[config.mk]
export PLATFORM = sky130hd
export DESIGN_NAME = pc_sequencer
export DESIGN_NICKNAME = d
export VERILOG_FILES = /design/src/rtl/pc_sequencer_pkg.sv /design/src/rtl/pc_sequencer_ras_stack.sv /design/src/rtl/pc_sequencer.sv
export SDC_FILE = /design/constraint.sdc
export NUM_CORES = 1
export LEC_CHECK = 0
export BUFFER_PORTS_ARGS = -buffer_cell sky130_fd_sc_hd__buf_2
export CAP_MARGIN = 5
export CORE_UTILIZATION = 54
export CTS_CLUSTER_DIAMETER = 200
export DETAILED_ROUTE_END_ITERATION = 6
export GPL_ROUTABILITY_DRIVEN = 0
export PLACE_DENSITY = 0.81
export REMOVE_ABC_BUFFERS = 1
export SETUP_SLACK_MARGIN = 0.02
export SYNTH_ARGS = -nofsm -noshare
export SYNTH_HDL_FRONTEND = slang
export SYNTH_HIERARCHICAL = 1
export SYNTH_SLANG_ARGS = --single-unit
[constraint.sdc]
create_clock -name clk -period 4.85 [get_ports clk]
set_input_delay 0 -clock clk [delete_from_list [all_inputs] [get_ports clk]]
set_output_delay 0 -clock clk [all_outputs]
set_load 0.01 [all_outputs]
[src/rtl/pc_sequencer_pkg.sv]
// Shared MIPS opcode/funct constants and next-PC select encoding.
package pc_sequencer_pkg;

    localparam logic [5:0] OP_SPECIAL = 6'h00;
    localparam logic [5:0] OP_J       = 6'h02;
    localparam logic [5:0] OP_JAL     = 6'h03;
    localparam logic [5:0] OP_BEQ     = 6'h04;
    localparam logic [5:0] OP_BNE     = 6'h05;

    localparam logic [5:0] FUNCT_JR   = 6'h08;
    localparam logic [5:0] FUNCT_JALR = 6'h09;

    typedef enum logic [2:0] {
        SEL_SEQ,
        SEL_BRANCH,
        SEL_JUMP,
        SEL_REG,
        SEL_EXC,
        SEL_HOLD
    } pc_sel_e;

    // A branch is taken on equality for BEQ and on inequality for BNE.
    function automatic logic branch_taken(input logic [5:0] op, input logic zero);
        return ((op == OP_BEQ) && zero) || ((op == OP_BNE) && !zero);
    endfunction

endpackage

[src/rtl/pc_sequencer_ras_stack.sv]
// Circular return-address stack. When full, a push overwrites the oldest
// entry; a simultaneous pop+push on a non-empty stack replaces the top.
module ras_stack #(
    parameter int W     = 32,
    parameter int DEPTH = 4
) (
    input  logic                     clk,
    input  logic                     rst,
    input  logic                     push,
    input  logic                     pop,
    input  logic [W-1:0]             push_data,
    output logic [W-1:0]             top,
    output logic                     valid,
    output logic [$clog2(DEPTH):0]   count
);

    localparam int PTR_W = $clog2(DEPTH);
    localparam int CW    = PTR_W + 1;

    logic [W-1:0]     mem [DEPTH];
    logic [PTR_W-1:0] ptr;
    logic             pop_eff;
    logic             replace;
    logic [PTR_W-1:0] wr_idx;

    assign valid   = (count != '0);
    assign pop_eff = pop && valid;
    assign replace = push && pop_eff;
    assign wr_idx  = replace ? ptr : ptr + PTR_W'(1);
    assign top     = valid ? mem[ptr] : '0;

    // Pointer and occupancy tracking.
    always_ff @(posedge clk or posedge rst) begin
        if (rst) begin
            ptr   <= '0;
            count <= '0;
        end else if (replace) begin
            ptr   <= ptr;
            count <= count;
        end else if (push) begin
            ptr <= ptr + PTR_W'(1);
            if (count != CW'(DEPTH))
                count <= count + CW'(1);
        end else if (pop_eff) begin
            ptr   <= ptr - PTR_W'(1);
            count <= count - CW'(1);
        end
    end

    // Entry storage; contents are don't-care while the stack is empty.
    always_ff @(posedge clk) begin
        if (push)
            mem[wr_idx] <= push_data;
    end

endmodule

[src/rtl/pc_sequencer.sv]
// Program-counter register with next-PC selection, RAS-based return
// prediction for JR/JALR and a saturating mispredict counter.
module pc_sequencer
    import pc_sequencer_pkg::*;
#(
    parameter int              ADDR_W     = 32,
    parameter logic [ADDR_W-1:0] RESET_PC   = 32'h0000_3000,
    parameter logic [ADDR_W-1:0] EXC_VECTOR = 32'h0000_4180,
    parameter int              RAS_DEPTH  = 4,
    parameter int              CNT_W      = 16
) (
    input  logic                       clk,
    input  logic                       rst,
    input  logic                       stall,
    input  logic                       exc_req,
    input  logic [5:0]                 opcode,
    input  logic [5:0]                 funct,
    input  logic                       rs_is_ra,
    input  logic                       zero_flag,
    input  logic [ADDR_W-1:0]          bpc,
    input  logic [ADDR_W-1:0]          jpc,
    input  logic [ADDR_W-1:0]          rpc,
    output logic [ADDR_W-1:0]          pc,
    output logic [ADDR_W-1:0]          npc,
    output logic [ADDR_W-1:0]          ra_pred,
    output logic                       ra_pred_valid,
    output logic [$clog2(RAS_DEPTH):0] ras_count,
    output logic [CNT_W-1:0]           mispredict_cnt
);

    logic        is_special;
    logic        is_jr;
    logic        is_jalr;
    logic        is_jal;
    logic        is_jump;
    logic        update;
    logic        ras_push;
    logic        ras_pop;
    logic        mispredict;
    pc_sel_e     sel;
    logic [ADDR_W-1:0] next_pc;

    assign npc        = pc + ADDR_W'(4);
    assign is_special = (opcode == OP_SPECIAL);
    assign is_jr      = is_special && (funct == FUNCT_JR);
    assign is_jalr    = is_special && (funct == FUNCT_JALR);
    assign is_jal     = (opcode == OP_JAL);
    assign is_jump    = (opcode == OP_J) || is_jal;
    assign update     = !exc_req && !stall;

    // RAS traffic only happens on cycles where the PC actually advances.
    assign ras_push   = update && (is_jal || is_jalr);
    assign ras_pop    = update && (is_jr || is_jalr) && rs_is_ra;
    assign mispredict = ras_pop && ra_pred_valid && (ra_pred != rpc);

    // Next-PC source selection, highest priority first.
    always_comb begin
        sel = SEL_SEQ;
        if (exc_req)
            sel = SEL_EXC;
        else if (stall)
            sel = SEL_HOLD;
        else if (is_jump)
            sel = SEL_JUMP;
        else if (is_jr || is_jalr)
            sel = SEL_REG;
        else if (branch_taken(opcode, zero_flag))
            sel = SEL_BRANCH;
    end

    // Next-PC mux; register targets always win over the RAS prediction.
    always_comb begin
        next_pc = npc;
        unique case (sel)
            SEL_EXC:    next_pc = EXC_VECTOR;
            SEL_HOLD:   next_pc = pc;
            SEL_JUMP:   next_pc = jpc;
            SEL_REG:    next_pc = rpc;
            SEL_BRANCH: next_pc = bpc;
            default:    next_pc = npc;
        endcase
    end

    // PC register.
    always_ff @(posedge clk or posedge rst) begin
        if (rst)
            pc <= RESET_PC;
        else
            pc <= next_pc;
    end

    // Mispredict counter, saturating at all-ones.
    always_ff @(posedge clk or posedge rst) begin
        if (rst)
            mispredict_cnt <= '0;
        else if (mispredict && (mispredict_cnt != '1))
            mispredict_cnt <= mispredict_cnt + CNT_W'(1);
    end

    ras_stack #(
        .W     (ADDR_W),
        .DEPTH (RAS_DEPTH)
    ) u_ras (
        .clk       (clk),
        .rst       (rst),
        .push      (ras_push),
        .pop       (ras_pop),
        .push_data (npc),
        .top       (ra_pred),
        .valid     (ra_pred_valid),
        .count     (ras_count)
    );

endmodule

-- After elaboration in Yosys (flattened, before gate mapping)
Memory sizes are Yosys's and may differ from the RTL's.
Cells that the tools add are included.
- output and inout port bits: 116
- memory bits (read-only): 0
- bits in registers: 53
- logic and storage cells: 66
- latch bits: 0
- input bits: 114
- memories kept: 1
- bits in writable memories: 128
- memory list (memory ; words ; width ; read ports ; clocked after memory_dff ; write ports ; line ; RTL):
    u_ras.mem ; 4 ; 32 ; 1 ; 0 ; 1 ; pc_sequencer_ras_stack.sv:20 ; logic [W-1:0] mem [DEPTH];
- muxes and demuxes: 15
- order comparisons: 0
- add/sub/neg operators: 6
- reductions and logical operators: 24
- shift-type cells: 0
- $mul: 0
- bitwise gates (word level): 1
- divide/modulo/power cells: 0
- equal/unequal tests: 15
- operators with widths (cell ; number):
    one-hot mux 32 bit (5 select lines) ; 1
    adder 32 x 3 -> 32 bit, second input constant ; 1
    two-way mux 32 bit ; 1
    != test 32 bit ; 1
    adder 16 x 1 -> 16 bit, second input constant ; 1
    != test 16 bit, second input constant ; 1
    two-way mux 3 bit ; 5
    equality test 6 x 2 -> 1 bit, second input constant ; 2
    equality test 6 x 3 -> 1 bit, second input constant ; 2
    equality test 6 x 4 -> 1 bit, second input constant ; 2
    logical AND 1 bit ; 12
    two-way mux 2 bit ; 5
    equality test 3 x 2 -> 1 bit, second input constant ; 2
    equality test 3 bit, second input constant ; 2
    zero test 6 bit ; 1
    logical OR 1 bit ; 4
    adder 3 x 1 -> 3 bit, second input constant ; 1
    equality test 3 x 1 -> 1 bit, second input constant ; 1
    zero test 1 bit ; 3
    two-way mux 1 bit ; 3
    != test 3 bit, second input constant ; 1
    AND reduction 3 bit ; 1
    nonzero test 3 bit ; 1
    subtractor 3 x 1 -> 3 bit, second input constant ; 1
    other kinds (6) ; 6

-- Depth between registers and ports, before layout
- depth after elaboration: 10
- gate-level depth with buffers: 11
- mapped depth without buffers: 9

-- Cells and area by module
The synthesis kept the hierarchy.
- modules (own cells, without submodules) (module ; area an instance (µm²) ; sequential area each (µm²) ; times used ; cells each):
    ras_stack ; 5193.7 ; 3968.8 ; 1 ; 247
    pc_sequencer ; 4036.4 ; 1203.7 ; 1 ; 478

-- Least setup slack after synthesis
OpenSTA, ideal clock, no wires.
- kind: register to register
- start: register u_ras.count[1]
- end: memory u_ras.mem[0][0], enable pin
- path slack: 1.036 ns
- path buffers: 2
- stages on the path, launching flop included: 9
- library setup time: 0.432 ns
- arrival: 3.382 ns
- required time: 4.418 ns
- clock period less this slack: 3.814 ns
- cells stage by stage: dfrtp_1 -> or3_1 -> clkbuf_1 -> nand2_1 -> inv_1 -> ha_1 -> clkbuf_1 -> nand3b_1 -> a21oi_1
- longest elaborated chain between the ends: 4
- ends and longest elaborated chain (what ; line ; RTL):
    start: declaration ; pc_sequencer_ras_stack.sv:14 ; output logic [$clog2(DEPTH):0] count
    start signal: assignment ; pc_sequencer_ras_stack.sv:39 ; count <= count;
    start signal: assignment ; pc_sequencer_ras_stack.sv:43 ; count <= count + CW'(1);
    start signal: assignment ; pc_sequencer_ras_stack.sv:46 ; count <= count - CW'(1);
    nonzero test 3 bit ; pc_sequencer_ras_stack.sv:26 ; assign valid = (count != '0);
    named net ra_pred_valid ; pc_sequencer.sv:26 ; output logic ra_pred_valid,
    logical AND 1 bit ; pc_sequencer_ras_stack.sv:27 ; assign pop_eff = pop && valid;
    logical AND 1 bit ; pc_sequencer_ras_stack.sv:28 ; assign replace = push && pop_eff;
    two-way mux 2 bit ; pc_sequencer_ras_stack.sv:29 ; assign wr_idx = replace ? ptr : ptr + PTR_W'(1);
    end: declaration ; pc_sequencer_ras_stack.sv:20 ;
The timed path passes the listed nets, and every way through them passes these cells.

-- Worst setup path in the final report
- start: register u_ras.ptr[0]
- end: register mispredict_cnt[1]
- longest elaborated chain between the ends: 5
- ends and longest elaborated chain (what ; line ; RTL):
    start: declaration ; pc_sequencer_ras_stack.sv:21 ; logic [PTR_W-1:0] ptr;
    start signal: assignment ; pc_sequencer_ras_stack.sv:38 ; ptr <= ptr;
    start signal: assignment ; pc_sequencer_ras_stack.sv:41 ; ptr <= ptr + PTR_W'(1);
    start signal: assignment ; pc_sequencer_ras_stack.sv:45 ; ptr <= ptr - PTR_W'(1);
    memory (4 x 32 bit) ; -- ;
    two-way mux 32 bit ; pc_sequencer_ras_stack.sv:30 ; assign top = valid ? mem[ptr] : '0;
    != test 32 bit ; pc_sequencer.sv:54 ; assign mispredict = ras_pop && ra_pred_valid && (ra_pred != rpc);
    logical AND 1 bit ; pc_sequencer.sv:54 ;
    logical AND 1 bit ; pc_sequencer.sv:96 ; else if (mispredict && (mispredict_cnt != '1))
    end signal: assignment ; pc_sequencer.sv:97 ; mispredict_cnt <= mispredict_cnt + CNT_W'(1);
    end: declaration ; pc_sequencer.sv:28 ; output logic [CNT_W-1:0] mispredict_cnt
Every way passes these cells.
A chain may end at the register's enable or synchronous reset.

==> flow_summary.yaml <==
floorplan:
  die_w_um: 133
  pin_count: 230
  start_util: 0.555
  die_h_um: 133
  core_area_um2: 16600
  rows: 47
  die-area_um2: 17600
cts:
  cts_buffers: 17
  clock-sinks: 181
  cts_buffer_depth: 2
  path_clk_slew_ns: 0.07
  clk_latency_ns: 0.44
  postCtsSetupBuffers: 0
  cts_tree: "done"
  hold_buffers: 48
  cts.htree.levels: 4
  cts_root_buffer: "clkbuf_16"
  cts.repair.resized: 0
routing:
  drt-total-wl_um: 29800
  drt_iter0_markers: 847
  vias_per_cell: 6.30
  vias: 7752
  dr.pass1.iters: 7
  drc: 0
  postRouteAntennaNets: 0
  wl_per_cell_um: 24.2
sta:
  skew_ns: 0.0139
  max_freq_mhz: 261
  rsz0062_at_grt: "false"
  timing.final.ws_setup_ns: 1.02
  hold_viol_final: 0
  final-setup-viol-count: 0
  fin_crit_ns: 3.83
  maxSlewHeadroom: 0.184
  min_period_over_period: 0.790
  worst_pin_slew_ns: 1.22
  drv_slew: 0
  tns_ns: 0
power:
  p_per_area_nw_per_um2: 342
  cellLeakagePower_nw: 4.59
  power_w: 0.00402
  ir_worst_vdd_v: 0.000276
critical_path:
  cp-end-kind: "flip-flop"
  r2r_cells: 9
  regToRegSetupSlack_ns: 1.02
  required_ns: 5.17
  path_max_fanout: 25
  cp-start-kind: "flip-flop"
  reg2reg_from: "u_ras/ptr[0]"
  crit_arrival_ns: 4.15
  path_class: "flip-flop to flip-flop"
  r2r-end: "mispredict_cnt[1]"
synthesis:
  yosysWarnings: 6
  synth.most_common_cell: "edfxtp_1"
  synth_ff_type: "edfxtp_1"
  yosysSeqAreaShare: 0.560
  ys_seq_elements: 181
  synth_top_area_share: 0.416
  synth_top_area_cell: "edfxtp_1"
  synth_area_um2: 9230
  synth_area_per_cell_um2: 12.7
  synthTopCellsByArea: "edfxtp_1 42%, dfrtp_1 14%, mux4_2 7.8%"
  async_flop_share: 0.293
  yosysUniqueCellTypes: 72
  netlist_top_cells_count: "128 x edfxtp_1, 72 x xnor2_1, 51 x dfrtp_1"
  synthCells: 725
  synth_edf_count: 128
min_path:
  min_path_type: "primary input to flip-flop"
  hold_depth: 5
  min_to: "pc[11]"
  hp-start: "bpc[11]"
global_route:
  gr-total-overflow: 0
  grt_pass1_vias: 7700
  grt_pass1_wl_um: 44500
  grt_usage: 0.347
  grt_max_degree: 44
  antenna_found_initial: 0
placed_design:
  dp.cells: 1151
  dp_worst_setup_slack_ns: 1.04
  dp_hpwl_um: 20200
  io_buffers: 229
cells_and_area:
  fin_cells: 1231
  layout.nets: 1117
  diodes: 0
  layout-drive-gt1-share: 0.342
  syn2layout_area_growth_pct: 27.6
run:
  drv_cap: 0
run_status:
  outcome: "finished, final reports clean"
[cell type report]
| class | count | area, µm² |
|---|---|---|
| clock buffer | 22 | 484 |
| inverter | 15 | 56.3 |
| tap | 220 | 275 |
| multi-input combinational | 489 | 3840 |
| timing repair buffer | 294 | 1780 |
| fill | 1118 | 4860 |
| sequential | 181 | 5170 |
| clock inverter | 10 | 168 |
[kinds of logic (layout without fill, tap and decap cells)]
group,count (synthesis),in the layout,synth area share
buf+inv,55,341,0.0281
mux,37,37,0.0838
compound gates,128,128,0.0949
xor+xnor,80,80,0.0759
flops,181,181,0.560
fa+ha+maj,5,5,0.00759
simple gates,239,239,0.149
[flip-flops by register name (all words and copies together), names as in the netlist]
signal          cells
u_ras/ptr           2
u_ras/count         3
u_ras/mem         128
mispredict_cnt     16
pc                 32
[per-stage QoR]
step                hold slack (ns)  utilization  instance area [µm²]
finish                      0.00391        0.708                11800
global route                0.00123        0.708                11800
CTS                         0.00108        0.708                11800
detailed placement          -0.0849        0.640                10600
global placement            -0.0844        0.640                10600
floorplan                    -0.221            -                 9030
[per-layer routing]
| layer | vias up | share of wire | track usage |
|---|---|---|---|
| met4 | 0 | 0.048 | 0.183 |
| met5 | - | 0 | 0 |
| met3 | 109 | 0.11 | 0.0885 |
| met1 | 3761 | 0.37 | 0.441 |
| li1 | 3304 | - | - |
| met2 | 578 | 0.47 | 0.550 |
[placed cells by master (no fill, tap or decap), types with 17 or more instances in the layout]
master / Yosys / layout
mux4_2: 32 / 32
dlygate4sd3_1: 0 / 48
xnor2_1: 72 / 72
nor2_1: 43 / 41
a21oi_1: 36 / 34
a22oi_1: 26 / 26
and2_1: 36 / 36
nand4_1: 27 / 27
buf_2: 9 / 229
nand2_1: 47 / 47
clkbuf_16: 0 / 17
dfrtp_1: 51 / 50
edfxtp_1: 128 / 128
[worst max-delay path by stage]
| stage | startpoint | end | slack, ns |
|---|---|---|---|
| floorplan | u_ras/count[1] | u_ras/mem[0][0] | 1.01 |
| global placement | u_ras/ptr[0] | mispredict_cnt[1] | 1.08 |
| detailed placement | u_ras/ptr[0] | mispredict_cnt[1] | 1.04 |
| CTS | u_ras/ptr[0] | mispredict_cnt[1] | 1.04 |
| global route | u_ras/ptr[0] | mispredict_cnt[1] | 0.79 |
| finish | u_ras/ptr[0] | mispredict_cnt[1] | 1.02 |
[where the power goes]
part / leakage [nW] / total [W] / internal [W] / switching (W)
combinational: 2.43 / 0.000741 / 0.000330 / 0.000412
sequential: 1.85 / 0.00176 / 0.00169 / 0.0000670
clock: 0.317 / 0.00153 / 0.000923 / 0.000603
total: 4.59 / 0.00402 / 0.00294 / 0.00108
[critical path: stages, from the launching register on]
cell,delay [ns]
dfrtp_2,0.87
buf_4,0.35
mux4_2,0.52
and2_1,0.19
xnor2_1,0.34
nand4_1,0.14
nor4_1,0.31
nand2_1,0.40
nand2_1,0.25
mux2_1,0.33
Note: power is estimated with default switching activity, not from simulation.
